File: config.mk
export PLATFORM = sky130hd
export DESIGN_NAME = mult_share_arb
export DESIGN_NICKNAME = d
export VERILOG_FILES = /design/src/rtl/mult_share_arb.sv
export SDC_FILE = /design/constraint.sdc
export NUM_CORES = 1
export LEC_CHECK = 0
export ABC_CLOCK_PERIOD_IN_PS = 13900
export CORE_UTILIZATION = 50
export CTS_CLUSTER_SIZE = 25
export DETAILED_ROUTE_END_ITERATION = 8
export DONT_BUFFER_PORTS = 1
export PLACE_DENSITY = 0.76
export SLEW_MARGIN = 40
export SYNTH_ARGS = -nofsm -noshare
export SYNTH_HDL_FRONTEND = slang
export SYNTH_SLANG_ARGS = --single-unit
File: constraint.sdc
create_clock -name clk -period 13.9 [get_ports clk]
set_clock_uncertainty 0.1 [all_clocks]
set_input_delay 4.17 -clock clk [delete_from_list [all_inputs] [get_ports clk]]
set_output_delay 4.17 -clock clk [all_outputs]
set_load 0.01 [all_outputs]
File: src/rtl/mult_share_arb.sv
// mult_share_arb: shares one 5-stage pipelined 18x18 unsigned multiplier among
// NREQ requesters, with round-robin arbitration, a requester tag on every
// product and a backpressurable response port.
//
// Build option: define MULT_SHARE_ARB_FIXED_PRIO_EN for fixed-priority
// arbitration (lowest index wins, no rotating pointer). Default: round-robin.
//
// Ports:
//   clk, rst                 clock, asynchronous active-high reset
//   req_valid[NREQ]          per-requester operand pair pending
//   req_a/req_b[NREQ*18]     operands, requester i at [18*i+17:18*i]
//   req_ready[NREQ]          one-hot grant (combinational)
//   rsp_valid/rsp_ready      response handshake
//   rsp_id[IDW], rsp_data[36] tag and product of the response
//   busy                     registered OR of pipeline stage valids
module mult_share_arb #(
    parameter int unsigned NREQ = 4,
    parameter int unsigned IDW  = 2
) (
    input  logic                 clk,
    input  logic                 rst,
    input  logic [NREQ-1:0]      req_valid,
    input  logic [NREQ*18-1:0]   req_a,
    input  logic [NREQ*18-1:0]   req_b,
    output logic [NREQ-1:0]      req_ready,
    output logic                 rsp_valid,
    input  logic                 rsp_ready,
    output logic [IDW-1:0]       rsp_id,
    output logic [35:0]          rsp_data,
    output logic                 busy
);

    localparam int unsigned OPW  = 18;
    localparam int unsigned PW   = 36;
    localparam int unsigned NSTG = 5;
    localparam int unsigned CW   = IDW + 1;

    // Pipeline state: S0 holds operands, S1..S4 hold the product.
    logic [NSTG-1:0] stg_vld;
    logic [IDW-1:0]  stg_id   [NSTG];
    logic [OPW-1:0]  s0_a;
    logic [OPW-1:0]  s0_b;
    logic [PW-1:0]   stg_prod [1:NSTG-1];

    logic            advance_c;
    logic            accept_c;
    logic            found_c;
    logic [NREQ-1:0] grant_c;
    logic [IDW-1:0]  grant_id_c;
    logic [OPW-1:0]  sel_a_c;
    logic [OPW-1:0]  sel_b_c;

`ifndef MULT_SHARE_ARB_FIXED_PRIO_EN
    logic [IDW-1:0]  ptr;
    logic [CW-1:0]   scan_c;
    logic [CW-1:0]   ptr_nxt_c;
`endif

    // Whole pipeline freezes only when the output holds an unaccepted product.
    assign advance_c = !(stg_vld[NSTG-1] && !rsp_ready);

    // Winner selection.
    always_comb begin
        grant_c    = '0;
        grant_id_c = '0;
        found_c    = 1'b0;
`ifdef MULT_SHARE_ARB_FIXED_PRIO_EN
        for (int unsigned i = 0; i < NREQ; i++) begin
            if (!found_c && req_valid[i]) begin
                grant_c[i] = 1'b1;
                grant_id_c = IDW'(i);
                found_c    = 1'b1;
            end
        end
`else
        scan_c = '0;
        // Scan upward from ptr, wrapping NREQ-1 -> 0 (NREQ need not be a power of 2).
        for (int unsigned off = 0; off < NREQ; off++) begin
            scan_c = {1'b0, ptr} + CW'(off);
            if (scan_c >= CW'(NREQ)) begin
                scan_c = scan_c - CW'(NREQ);
            end
            if (!found_c && req_valid[scan_c[IDW-1:0]]) begin
                grant_c[scan_c[IDW-1:0]] = 1'b1;
                grant_id_c = scan_c[IDW-1:0];
                found_c    = 1'b1;
            end
        end
`endif
    end

    // Grant is suppressed during reset and while the pipeline is stalled.
    assign req_ready = (rst || !advance_c) ? '0 : grant_c;
    assign accept_c  = |req_ready;

    // Operand mux for the granted requester.
    always_comb begin
        sel_a_c = '0;
        sel_b_c = '0;
        for (int unsigned i = 0; i < NREQ; i++) begin
            if (grant_c[i]) begin
                sel_a_c = req_a[OPW*i +: OPW];
                sel_b_c = req_b[OPW*i +: OPW];
            end
        end
    end

`ifndef MULT_SHARE_ARB_FIXED_PRIO_EN
    // Pointer moves to the slot after the winner.
    always_comb begin
        ptr_nxt_c = {1'b0, grant_id_c} + CW'(1);
        if (ptr_nxt_c == CW'(NREQ)) begin
            ptr_nxt_c = '0;
        end
    end

    always_ff @(posedge clk or posedge rst) begin
        if (rst) begin
            ptr <= '0;
        end else if (accept_c) begin
            ptr <= ptr_nxt_c[IDW-1:0];
        end
    end
`endif

    // Pipeline shift; bubbles travel along with valid entries.
    always_ff @(posedge clk or posedge rst) begin
        if (rst) begin
            stg_vld <= '0;
            s0_a    <= '0;
            s0_b    <= '0;
            for (int unsigned i = 0; i < NSTG; i++) begin
                stg_id[i] <= '0;
            end
            for (int unsigned i = 1; i < NSTG; i++) begin
                stg_prod[i] <= '0;
            end
        end else if (advance_c) begin
            stg_vld <= {stg_vld[NSTG-2:0], accept_c};
            if (accept_c) begin
                s0_a      <= sel_a_c;
                s0_b      <= sel_b_c;
                stg_id[0] <= grant_id_c;
            end
            for (int unsigned i = 1; i < NSTG; i++) begin
                stg_id[i] <= stg_id[i-1];
            end
            stg_prod[1] <= PW'(s0_a) * PW'(s0_b);
            for (int unsigned i = 2; i < NSTG; i++) begin
                stg_prod[i] <= stg_prod[i-1];
            end
        end
    end

    // busy lags the stage valids by one register.
    always_ff @(posedge clk or posedge rst) begin
        if (rst) begin
            busy <= 1'b0;
        end else begin
            busy <= |stg_vld;
        end
    end

    assign rsp_valid = stg_vld[NSTG-1];
    assign rsp_id    = stg_id[NSTG-1];
    assign rsp_data  = stg_prod[NSTG-1];

endmodule

* Yosys cells after proc, flatten, opt, wreduce, memory -nomap -nowiden *
Index checks and enable logic that the tools add are counted.

word-level totals
  bits in registers = 198
  bits of input ports = 151
  logic and storage cells = 97

operators by class
  add/sub/neg operators = 8
  $mul = 1
  magnitude comparators = 12
  eq/ne operators = 1
  muxes and demuxes = 41
  bitwise logic cells = 4
  reductions and logical operators = 16

operators with widths
  cell                                                                          count
  18-bit 2-to-1 mux                                                             8
  18-bit by 18-bit multiplier with 36-bit output                                1
  4-bit 2-to-1 mux                                                              5
  2-bit 2-to-1 mux                                                              9
  2-bit by 3-bit less-than comparator with 1-bit output, second input constant  4
  4-bit OR                                                                      3
  1-bit 2-to-1 mux                                                              11
  3-bit >= comparator, second input constant                                    3
  1-bit binary-select mux with 2-bit select                                     4
  1-bit demux with 2-bit select                                                 4
  2-bit by 1-bit >= comparator with 1-bit output, second input constant         4
  1-bit logical AND                                                             8
  2-bit by 1-bit subtractor with 2-bit output, second input constant            4
  2-bit by 1-bit adder with 3-bit output, second input constant                 2
  2-bit by 2-bit adder with 3-bit output, second input constant                 2
  5-bit OR reduction                                                            1
  1-bit logical NOT                                                             4
  4-bit OR reduction                                                            1
  3-bit equality test, second input constant                                    1
  2-bit by 3-bit >= comparator with 1-bit output, second input constant         1
  2-bit AND reduction                                                           1
  1-bit logical OR                                                              1
  1-bit NOT                                                                     1

* Depth between registers and ports, before layout *
Gate-level depths: netlist of the first run.

  depth after elaboration = 18
  gate-level depth with buffers = 23
  gate-level depth less buffers = 22

* Worst setup path after synthesis of the first run *
No wires, ideal clock.

  path kind = in2out
  start point = in req_valid[1]
  end point = out req_ready[1]
  arrival = 5.884 ns
  slack = 3.746 ns
  cell stages on the path = 8
  path buffers = 3
  cells stage by stage = clkbuf_1 mux4_2 nand3b_1 a31oi_1 a21oi_1 buf_2 buf_2 nor3_1

between the ends
  cells in the longest elaborated chain, start to end = 13

ends and longest elaborated chain
  element                                    line  source
  start, declared                            22    input logic [NREQ-1:0] req_valid,
  1-bit binary-select mux with 2-bit select  83    if (!found_c && req_valid[scan_c[IDW-1:0]]) begin
  1-bit 2-to-1 mux (not written as such)     83
  1-bit 2-to-1 mux                           83
  1-bit logical NOT                          83
  1-bit logical AND                          83
  1-bit 2-to-1 mux                           83
  1-bit logical NOT                          83
  1-bit logical AND                          83
  1-bit 2-to-1 mux                           83
  1-bit logical NOT                          83
  1-bit logical AND                          83
  4-bit 2-to-1 mux *                         83
  4-bit 2-to-1 mux *                         93    assign req_ready = (rst || !advance_c) ? '0 : grant_c;
  end, declared                              25    output logic [NREQ-1:0] req_ready,

Mark *: on every way between the ends. The rest lies on a longest branch, timed or not. The select of a mux whose other input is x is not followed.

* Worst setup path after layout of the first run *
  start point = in req_valid[1]
  end point = out req_ready[2]

Same word-level chain as after synthesis.

==> results.ini, run 1 <==
[floorplan]
die_h_um = 201
rows = 72
initial_utilization_pct = 50.9
ios = 195
die_x_um = 201
core-area_sq_um = 38700
design.die.area_sq_um = 40200

[route]
postRouteWirelength_um = 46100
drc_errors = 0
vias = 14661
ant_nets = 0
firstDrtPassIters = 5
routed_via_density = 5.44
wl_per_cell_um = 17.1
drt-initial-drc-count = 902

[timing]
period_needed_ps = 10360
post-route-period-util_pct = 74.5
setup_viol = 0
hold_viol = 0
fin_setup_tns_ps = 0
drv_slew = 0
worst_pin_slew_ps = 882
fmax_mhz = 96.5
rsz0062_at_grt = no
slew_headroom_pct = 41.2
setup_slack_ps = 3540

[worst_setup_path]
required_ps = 9630
timing.rr.start = s0_b[10]
cp.arrival_ps = 6090
cp-end-kind = output port
rrSetupSlack_ps = 6770
reg2reg_to = stg_prod[139]
path_class = input port to output port
rr_worst_depth = 18
critPathLaunchType = input port
cp_max_fo = 74

[cells_and_area]
syn2layout_area_growth_pct = 2.85
layout_commonest_cell = nand2_1
final_layout_size_suffix_gt1_share_pct = 3.14
instances_no_fill = 2695
nets = 2678
final_util_pct = 52.3
layout_common_cells = nand2_1 (674), inv_1 (304), fa_1 (256)
fillers = 3598

[min_path]
min_to = stg_prod[100]
worstHoldStart = stg_prod[100]
min_path_cells = 2
hold_path_class = flip-flop to flip-flop

[place]
port_buffers = 0
place_inst = 2654
place.gp.congestion = 1.01
hpwl_um = 33800
place_ws_ps = 3560

[logic_synthesis]
synth_top_family_by_area = adder cells
synth_mux_area_share_pct = 0.667
synth_edf_count = 0
synth-compound-area-share_pct = 8.02
syn-num-nets = 2822
ys_warn_count = 0
yosysSeqAreaShare_pct = 25.1
synth_cell_types = 63
synthXorXnorAreaFrac_pct = 1.11
synth_fa_ha_area_share_pct = 33.3
synthesis.instances = 2300
synth-main-ff-cell = dfrtp_1
synth_area_sq_um = 19700
postSynthAreaPerCell_sq_um = 8.57
synth_seq_cells = 198
async_flop_share_pct = 100
synth-simple-area-share_pct = 21.4

[outcome]
status = complete, no violations

[global_route]
grt_max_degree = 101
grt_pass1_vias = 15146
grt_overflow = 0
grt_use_total_pct = 23.3
antenna_found_initial = 6
grt_pass1_wl_um = 75300

[cts]
cts_buffers = 17
root_buffer = clkbuf_16
clk_latency_ps = 460
cts_tree = done
post_cts_buffers = 0
htreeDepth = 4
clockBufferDepth = 2
numClockSinks = 198
cts_hold_buf = 0
clk_pin_slew_worst_paths_ps = 80
cts_resized = 0

[run]
maxCapViolations = 0

==> area by class of cell <==
class	count	area (sq um)	area share [%]
clock inverter	15	200	0.988
timing repair buffer	11	106	0.525
clock buffer	17	425	2.10
multi-input combinational	1623	12800	62.9
antenna	8	20.0	0.0988
tap	518	648	3.20
sequential	198	4960	24.5
inverter	305	1150	5.69
==> critical path, stage by stage <==
cell,delay [ps]
mux4_2,490
nor2b_1,190
a221o_1,330
a22oi_2,170
buf_4,550
nor3_1,190
==> worst max path at each step <==
stage | startpoint | to | slack, ps | depth (start not counted)
after global routing | req_valid[1] | req_ready[2] | 3440 | 6
final | req_valid[1] | req_ready[2] | 3540 | 6
after global placement | req_valid[1] | req_ready[2] | 3640 | 6
after detailed placement | req_valid[1] | req_ready[2] | 3560 | 6
after CTS | req_valid[1] | req_ready[2] | 3550 | 6
after floorplan | req_valid[1] | req_ready[1] | 3750 | 8
==> cell usage after synthesis, types with 3 or more instances <==
| library cell | count | area share, % |
|---|---|---|
| a21o_1 | 16 | 0.61 |
| a21oi_1 | 84 | 2.1 |
| a221o_1 | 3 | 0.15 |
| a221oi_1 | 3 | 0.13 |
| a31oi_1 | 42 | 1.3 |
| and2_1 | 135 | 4.3 |
| and3_1 | 5 | 0.16 |
| buf_1 | 8 | 0.15 |
| buf_2 | 32 | 0.81 |
| buf_4 | 40 | 1.5 |
| buf_6 | 6 | 0.34 |
| clkbuf_1 | 86 | 1.6 |
| dfrtp_1 | 198 | 25 |
| fa_1 | 256 | 26 |
| ha_1 | 115 | 7.3 |
| inv_1 | 305 | 5.8 |
| mux2_2 | 3 | 0.17 |
| mux2i_1 | 3 | 0.15 |
| mux4_2 | 3 | 0.34 |
| nand2_1 | 674 | 13 |
| nand2b_1 | 6 | 0.19 |
| nand3_1 | 5 | 0.13 |
| nand3b_1 | 39 | 1.5 |
| nand4_1 | 6 | 0.19 |
| nor2_1 | 35 | 0.67 |
| nor2b_1 | 6 | 0.19 |
| nor3_1 | 18 | 0.46 |
| o21a_1 | 6 | 0.23 |
| o21ai_0 | 25 | 0.64 |
| o21ai_1 | 67 | 1.7 |
| o31ai_1 | 7 | 0.27 |
| xnor2_1 | 15 | 0.67 |
| xor2_1 | 10 | 0.44 |
==> state kept, by name, summed over array words and instances, names as in the netlist, named ones only <==
register and cells:
rsp_data 36, stg_id 8, ptr 1, stg_vld 5
s0_b 18, busy 1, s0_a 18, rsp_id 2
stg_prod 108
==> layer usage <==
layer  track usage (%)  wire length [um]  part of all wire, %
met2              40.0             22500                   49
met3              4.85              3320                  7.2
met4              8.78              1570                  3.4
met5                 0                 0                    0
met1              29.0             18700                   41
==> cells by family after synthesis <==
| kind of cell | Yosys count |
|---|---|
| AND/OR/NAND/NOR | 948 |
| buffers and inverters | 479 |
| adder cells (fa/ha/maj) | 371 |
| AO/OA/AOI/OAI | 270 |
| flip-flops | 198 |
| XOR/XNOR | 25 |
| multiplexers | 9 |
==> metrics by stage <==
step                instance area, sq um  hold slack (ps)
floorplan                          19700              339
detailed placement                 19600              355
global route                       20300              392
CTS                                20200              372
finish                             20300              369
global placement                   19600              350
Power of run 1 is left out: the tool's default activity adds up to more than one toggle a clock period on the data nets, which glitch-free logic cannot reach.
==> run 2, diff against run 1 <==
--- a/config.mk
+++ b/config.mk
@@ -5,7 +5,7 @@
 export SDC_FILE = /design/constraint.sdc
 export NUM_CORES = 1
 export LEC_CHECK = 0
-export ABC_CLOCK_PERIOD_IN_PS = 13900
+export ABC_CLOCK_PERIOD_IN_PS = 10000
 export CORE_UTILIZATION = 50
 export CTS_CLUSTER_SIZE = 25
 export DETAILED_ROUTE_END_ITERATION = 8
==> constraint.sdc (replaced) <==
create_clock -name clk -period 10 [get_ports clk]
set_clock_uncertainty 0.1 [all_clocks]
set_input_delay 3 -clock clk [delete_from_list [all_inputs] [get_ports clk]]
set_output_delay 3 -clock clk [all_outputs]
set_load 0.01 [all_outputs]
==> results.ini, run 2 (synthesized netlist as in run 1, its figures left out) <==
[outcome]
status = complete, no violations

[min_path]
hold_path_class = flip-flop to flip-flop
min_to = stg_prod[68]
worstHoldStart = stg_prod[104]
min_path_cells = 2  ; unchanged

[cts]
cts_resized = 0  ; unchanged
clockBufferDepth = 2  ; unchanged
cts_buffers = 17  ; unchanged
clk_pin_slew_worst_paths_ps = 80  ; about the same
post_cts_buffers = 0  ; unchanged
htreeDepth = 4  ; unchanged
root_buffer = clkbuf_16
clk_latency_ps = 440  ; -20 ps
cts_hold_buf = 0  ; unchanged
cts_tree = done
numClockSinks = 198  ; unchanged

[worst_setup_path]
path_class = input port to output port
setup.worst_path.start = req_valid[1]
rr_worst_depth = 19  ; +1
cp_max_fo = 74  ; unchanged
reg2reg_to = stg_prod[139]
rrSetupSlack_ps = 2950  ; -3820 ps
critPathLaunchType = input port
cp.arrival_ps = 4860  ; -1230 ps
timing.rr.start = s0_a[12]
required_ps = 6900  ; -2730 ps
cp-end-kind = output port

[cells_and_area]
fillers = 3523  ; -2.1%
instances_no_fill = 2693  ; -0.074%
seqCellArea_sq_um = 4960  ; +0.10%
final_layout_size_suffix_gt1_share_pct = 3.23  ; +0.094 points
final_area_sq_um = 20200  ; about the same
layout_commonest_cell = nand2_1
largest_reg_flops = 108  ; unchanged
layout_common_cells = nand2_1 (674), inv_1 (304), fa_1 (256)
top_register = stg_prod
syn2layout_area_growth_pct = 2.74  ; about the same
multi_input_comb_area_sq_um = 12800  ; unchanged
nets = 2677  ; -0.037%

[floorplan]
die_h_um = 201  ; unchanged
rows = 72  ; unchanged
initial_utilization_pct = 50.9  ; unchanged
core-area_sq_um = 38700  ; unchanged
die_x_um = 201  ; unchanged
ios = 195  ; unchanged
design.die.area_sq_um = 40200  ; unchanged

[run]
maxCapViolations = 0  ; unchanged

[timing]
fmax_mhz = 126
drv_slew = 0  ; unchanged
slew_headroom_pct = 40.7  ; -0.57 points
hold_viol = 0  ; unchanged
setup_viol = 0  ; unchanged
worst_pin_slew_ps = 890  ; +8.55 ps
period_needed_ps = 7960
rsz0062_at_grt = no
post-route-period-util_pct = 79.6
fin_setup_tns_ps = 0  ; unchanged

[global_route]
grt_use_total_pct = 23.6  ; +0.31 points
grt_max_degree = 124  ; +23%
grt_pass1_wl_um = 76500  ; +1.6%
grt_overflow = 0  ; unchanged
antenna_found_initial = 5  ; -1
grt_pass1_vias = 15658  ; +3.4%

[route]
vias = 14752  ; +0.62%
wl_per_cell_um = 17.2  ; +0.38%
postRouteWirelength_um = 46200  ; +0.31%
routed_via_density = 5.48  ; +0.70%
ant_nets = 0  ; unchanged
drc_errors = 0  ; unchanged
firstDrtPassIters = 5  ; unchanged
drt-initial-drc-count = 923  ; +2.3%

[place]
dpl-instance-area_sq_um = 19600  ; about the same
port_buffers = 0  ; unchanged
hpwl_um = 34000  ; +0.62%
place.gp.congestion = 0.972  ; -3.6%
place_inst = 2654  ; unchanged

run 2: final cells by class:
| type | count | share of cell area, % |
|---|---|---|
| clock inverters | 12 | 0.797 |
| multi-input cells | 1623 | 63.0 |
| clock buffers | 20 | 2.26 |
| diodes | 7 | 0.0865 |
| well taps | 518 | 3.20 |
| flip-flops and latches | 198 | 24.5 |
| repair buffers | 10 | 0.426 |
| inverters | 305 | 5.72 |
run 2: per-layer routing:
metal  part of all wire [%]  GRT usage, %  routed length (um)
met5                      0             0                   0
met4                    4.3          10.6                1990
met1                     40          29.0               18700
met3                    7.2          4.79                3330
met2                     48          40.3               22200
run 2: worst max-delay path by stage:
stage | endpoint | slack (ps) | depth (start not counted)
after global routing | req_ready[2] | 1950 | 6
after floorplan | async pin | 1470 | 1
after CTS | req_ready[2] | 2060 | 6
after global placement | req_ready[2] | 2080 | 6
after detailed placement | req_ready[2] | 2060 | 6
final | req_ready[2] | 2040 | 6
run 2: through the flow:
step                setup WS [ps]  util, %  hold WS, ps
finish                       2040     52.3          367
global placement             2080     50.5          350
global route                 1950     52.2          385
floorplan                    1470        -          339
CTS                          2060     52.2          372
detailed placement           2060     50.6          355
run 2: worst max-delay path, cell delays in order:
cell	delay, ps
mux4_2	480
nor2b_1	180
a221o_1	320
a22oi_2	140
buf_4	540
nor3_1	190
Power of run 2 is left out for the same reason.
==> run 3, diff against run 2 <==
--- a/config.mk
+++ b/config.mk
@@ -5,7 +5,7 @@
 export SDC_FILE = /design/constraint.sdc
 export NUM_CORES = 1
 export LEC_CHECK = 0
-export ABC_CLOCK_PERIOD_IN_PS = 10000
+export ABC_CLOCK_PERIOD_IN_PS = 8000
 export CORE_UTILIZATION = 50
 export CTS_CLUSTER_SIZE = 25
 export DETAILED_ROUTE_END_ITERATION = 8
==> constraint.sdc (replaced) <==
create_clock -name clk -period 8 [get_ports clk]
set_clock_uncertainty 0.1 [all_clocks]
set_input_delay 2.4 -clock clk [delete_from_list [all_inputs] [get_ports clk]]
set_output_delay 2.4 -clock clk [all_outputs]
set_load 0.01 [all_outputs]
==> results.ini, run 3 (synthesized netlist as in run 1, its figures left out) <==
[outcome]
status = complete, no violations

[place]
port_buffers = 0  ; unchanged
hpwl_um = 35000  ; +3.0%
place.gp.congestion = 0.955  ; -1.7%

[worst_setup_path]
critPathLaunchType = flip-flop
cp-end-kind = flip-flop
path_class = flip-flop to flip-flop
cp.arrival_ps = 7270  ; +2410 ps
required_ps = 8240  ; +1340 ps
cp_max_fo = 19  ; -74%
rr_worst_depth = 19  ; unchanged

[route]
vias = 14792  ; +0.27%
ant_nets = 0  ; unchanged
postRouteWirelength_um = 46900  ; +1.4%
firstDrtPassIters = 5  ; unchanged
drt-initial-drc-count = 985  ; +6.7%
routed_via_density = 5.48  ; about the same
drc_errors = 0  ; unchanged
wl_per_cell_um = 17.4  ; +1.2%

[cts]
root_buffer = clkbuf_16
post_cts_buffers = 0  ; unchanged
clockBufferDepth = 2  ; unchanged
numClockSinks = 198  ; unchanged
cts_resized = 0  ; unchanged
cts_hold_buf = 0  ; unchanged
clk_pin_slew_worst_paths_ps = 90  ; about the same
htreeDepth = 4  ; unchanged
cts_buffers = 17  ; unchanged
clk_latency_ps = 450  ; about the same
cts_tree = done

[global_route]
grt_use_total_pct = 24.1  ; +0.47 points
grt_pass1_vias = 15463  ; -1.2%
antenna_found_initial = 2  ; -3
grt_max_degree = 134  ; +8.1%
grt_pass1_wl_um = 77800  ; +1.7%
grt_overflow = 0  ; unchanged

[floorplan]
die_x_um = 201  ; unchanged
die_h_um = 201  ; unchanged
ios = 195  ; unchanged
core-area_sq_um = 38700  ; unchanged
design.die.area_sq_um = 40200  ; unchanged
rows = 72  ; unchanged
initial_utilization_pct = 50.9  ; unchanged

[cells_and_area]
top_register = stg_prod
final_layout_size_suffix_gt1_share_pct = 3.49  ; +0.26 points
nets = 2686  ; +0.34%
layout_commonest_cell = nand2_1
fillers = 3526  ; +0.085%
syn2layout_area_growth_pct = 3.19
layout_common_cells = nand2_1 (674), inv_1 (304), fa_1 (256)
largest_reg_flops = 108  ; unchanged

[timing]
fmax_mhz = 142
fin_setup_tns_ps = 0  ; unchanged
whs_ps = 366  ; -1.29 ps
hold_viol = 0  ; unchanged
slew_headroom_pct = 38.3  ; -2.3 points
period_needed_ps = 7030
drv_slew = 0  ; unchanged
post-route-period-util_pct = 87.8
setup_viol = 0  ; unchanged
rsz0062_at_grt = no
worst_pin_slew_ps = 925  ; +35.0 ps

[min_path]
hold_path_class = flip-flop to flip-flop
min_path_cells = 2  ; unchanged

[run]
maxCapViolations = 0  ; unchanged

[run 3: cell types whose count changed in the layout (fill, tap and decap cells not counted), moves of 3 or more]
cell,change
clkinv_8,+3
buf_4,+8
dfrtp_2,-4
clkinv_4,-3
diode_2,-4
dfrtp_1,+4
[run 3: worst max-delay path: stages, from the launching register on]
cell      delay, ps
dfrtp_1         880
nand2_1         220
fa_1            550
fa_1            470
fa_1            550
inv_1            50
fa_1            480
fa_1            490
inv_1            50
fa_1            470
inv_1            50
ha_1            340
and3_1          240
nand2_1         120
a211oi_1         80
o31ai_1         580
a21oi_1         310
o311a_1         420
o31a_1          250
o31ai_1         220
[run 3: area by class of cell]
class | count | area (sq um) | share of cell area, %
antenna | 3 | 7.51 | 0.0369
timing repair buffer | 19 | 166 | 0.818
tap | 518 | 648 | 3.19
clock inverter | 14 | 203 | 0.997
multi-input combinational | 1623 | 12800 | 62.7
sequential | 198 | 4960 | 24.4
inverter | 305 | 1160 | 5.69
clock buffer | 18 | 439 | 2.16
[run 3: metrics by stage]
stage	utilization [%]	instances	worst slack (ps)	area, sq um
global placement	50.7	2662	1240	19600
CTS	52.4	2694	1030	20300
floorplan	-	2300	68.2	19700
finish	52.5	2698	974	20300
detailed placement	50.7	2662	1070	19700
global route	52.5	2697	692	20300
[run 3: worst paths after layout]
| kind | slack (ps) | to | from |
|---|---|---|---|
| worst min register to register | 370 | stg_id[3] | stg_id[5] |
| worst max register to register | 970 | stg_prod[139] | s0_a[9] |
| min in group asynchronous | 1810 | stg_vld[4] | rst |
| worst max-delay path | 970 | stg_prod[139] | s0_a[9] |
| worst min-delay path | 370 | stg_id[3] | stg_id[5] |
| max in group asynchronous | 4930 | stg_prod[44] | rst |
[run 3: metal layers]
metal  part of all wire, %  routed length (um)  track usage (%)  up-vias
met5                     0                   0                0        -
met4                   2.6                1210             7.33        0
met3                   7.0                3300             4.50       89
met2                    49               22900             40.9      596
met1                    41               19400             31.3     7304
li1                      -                   -                -     6803
Power of run 3 is left out for the same reason.
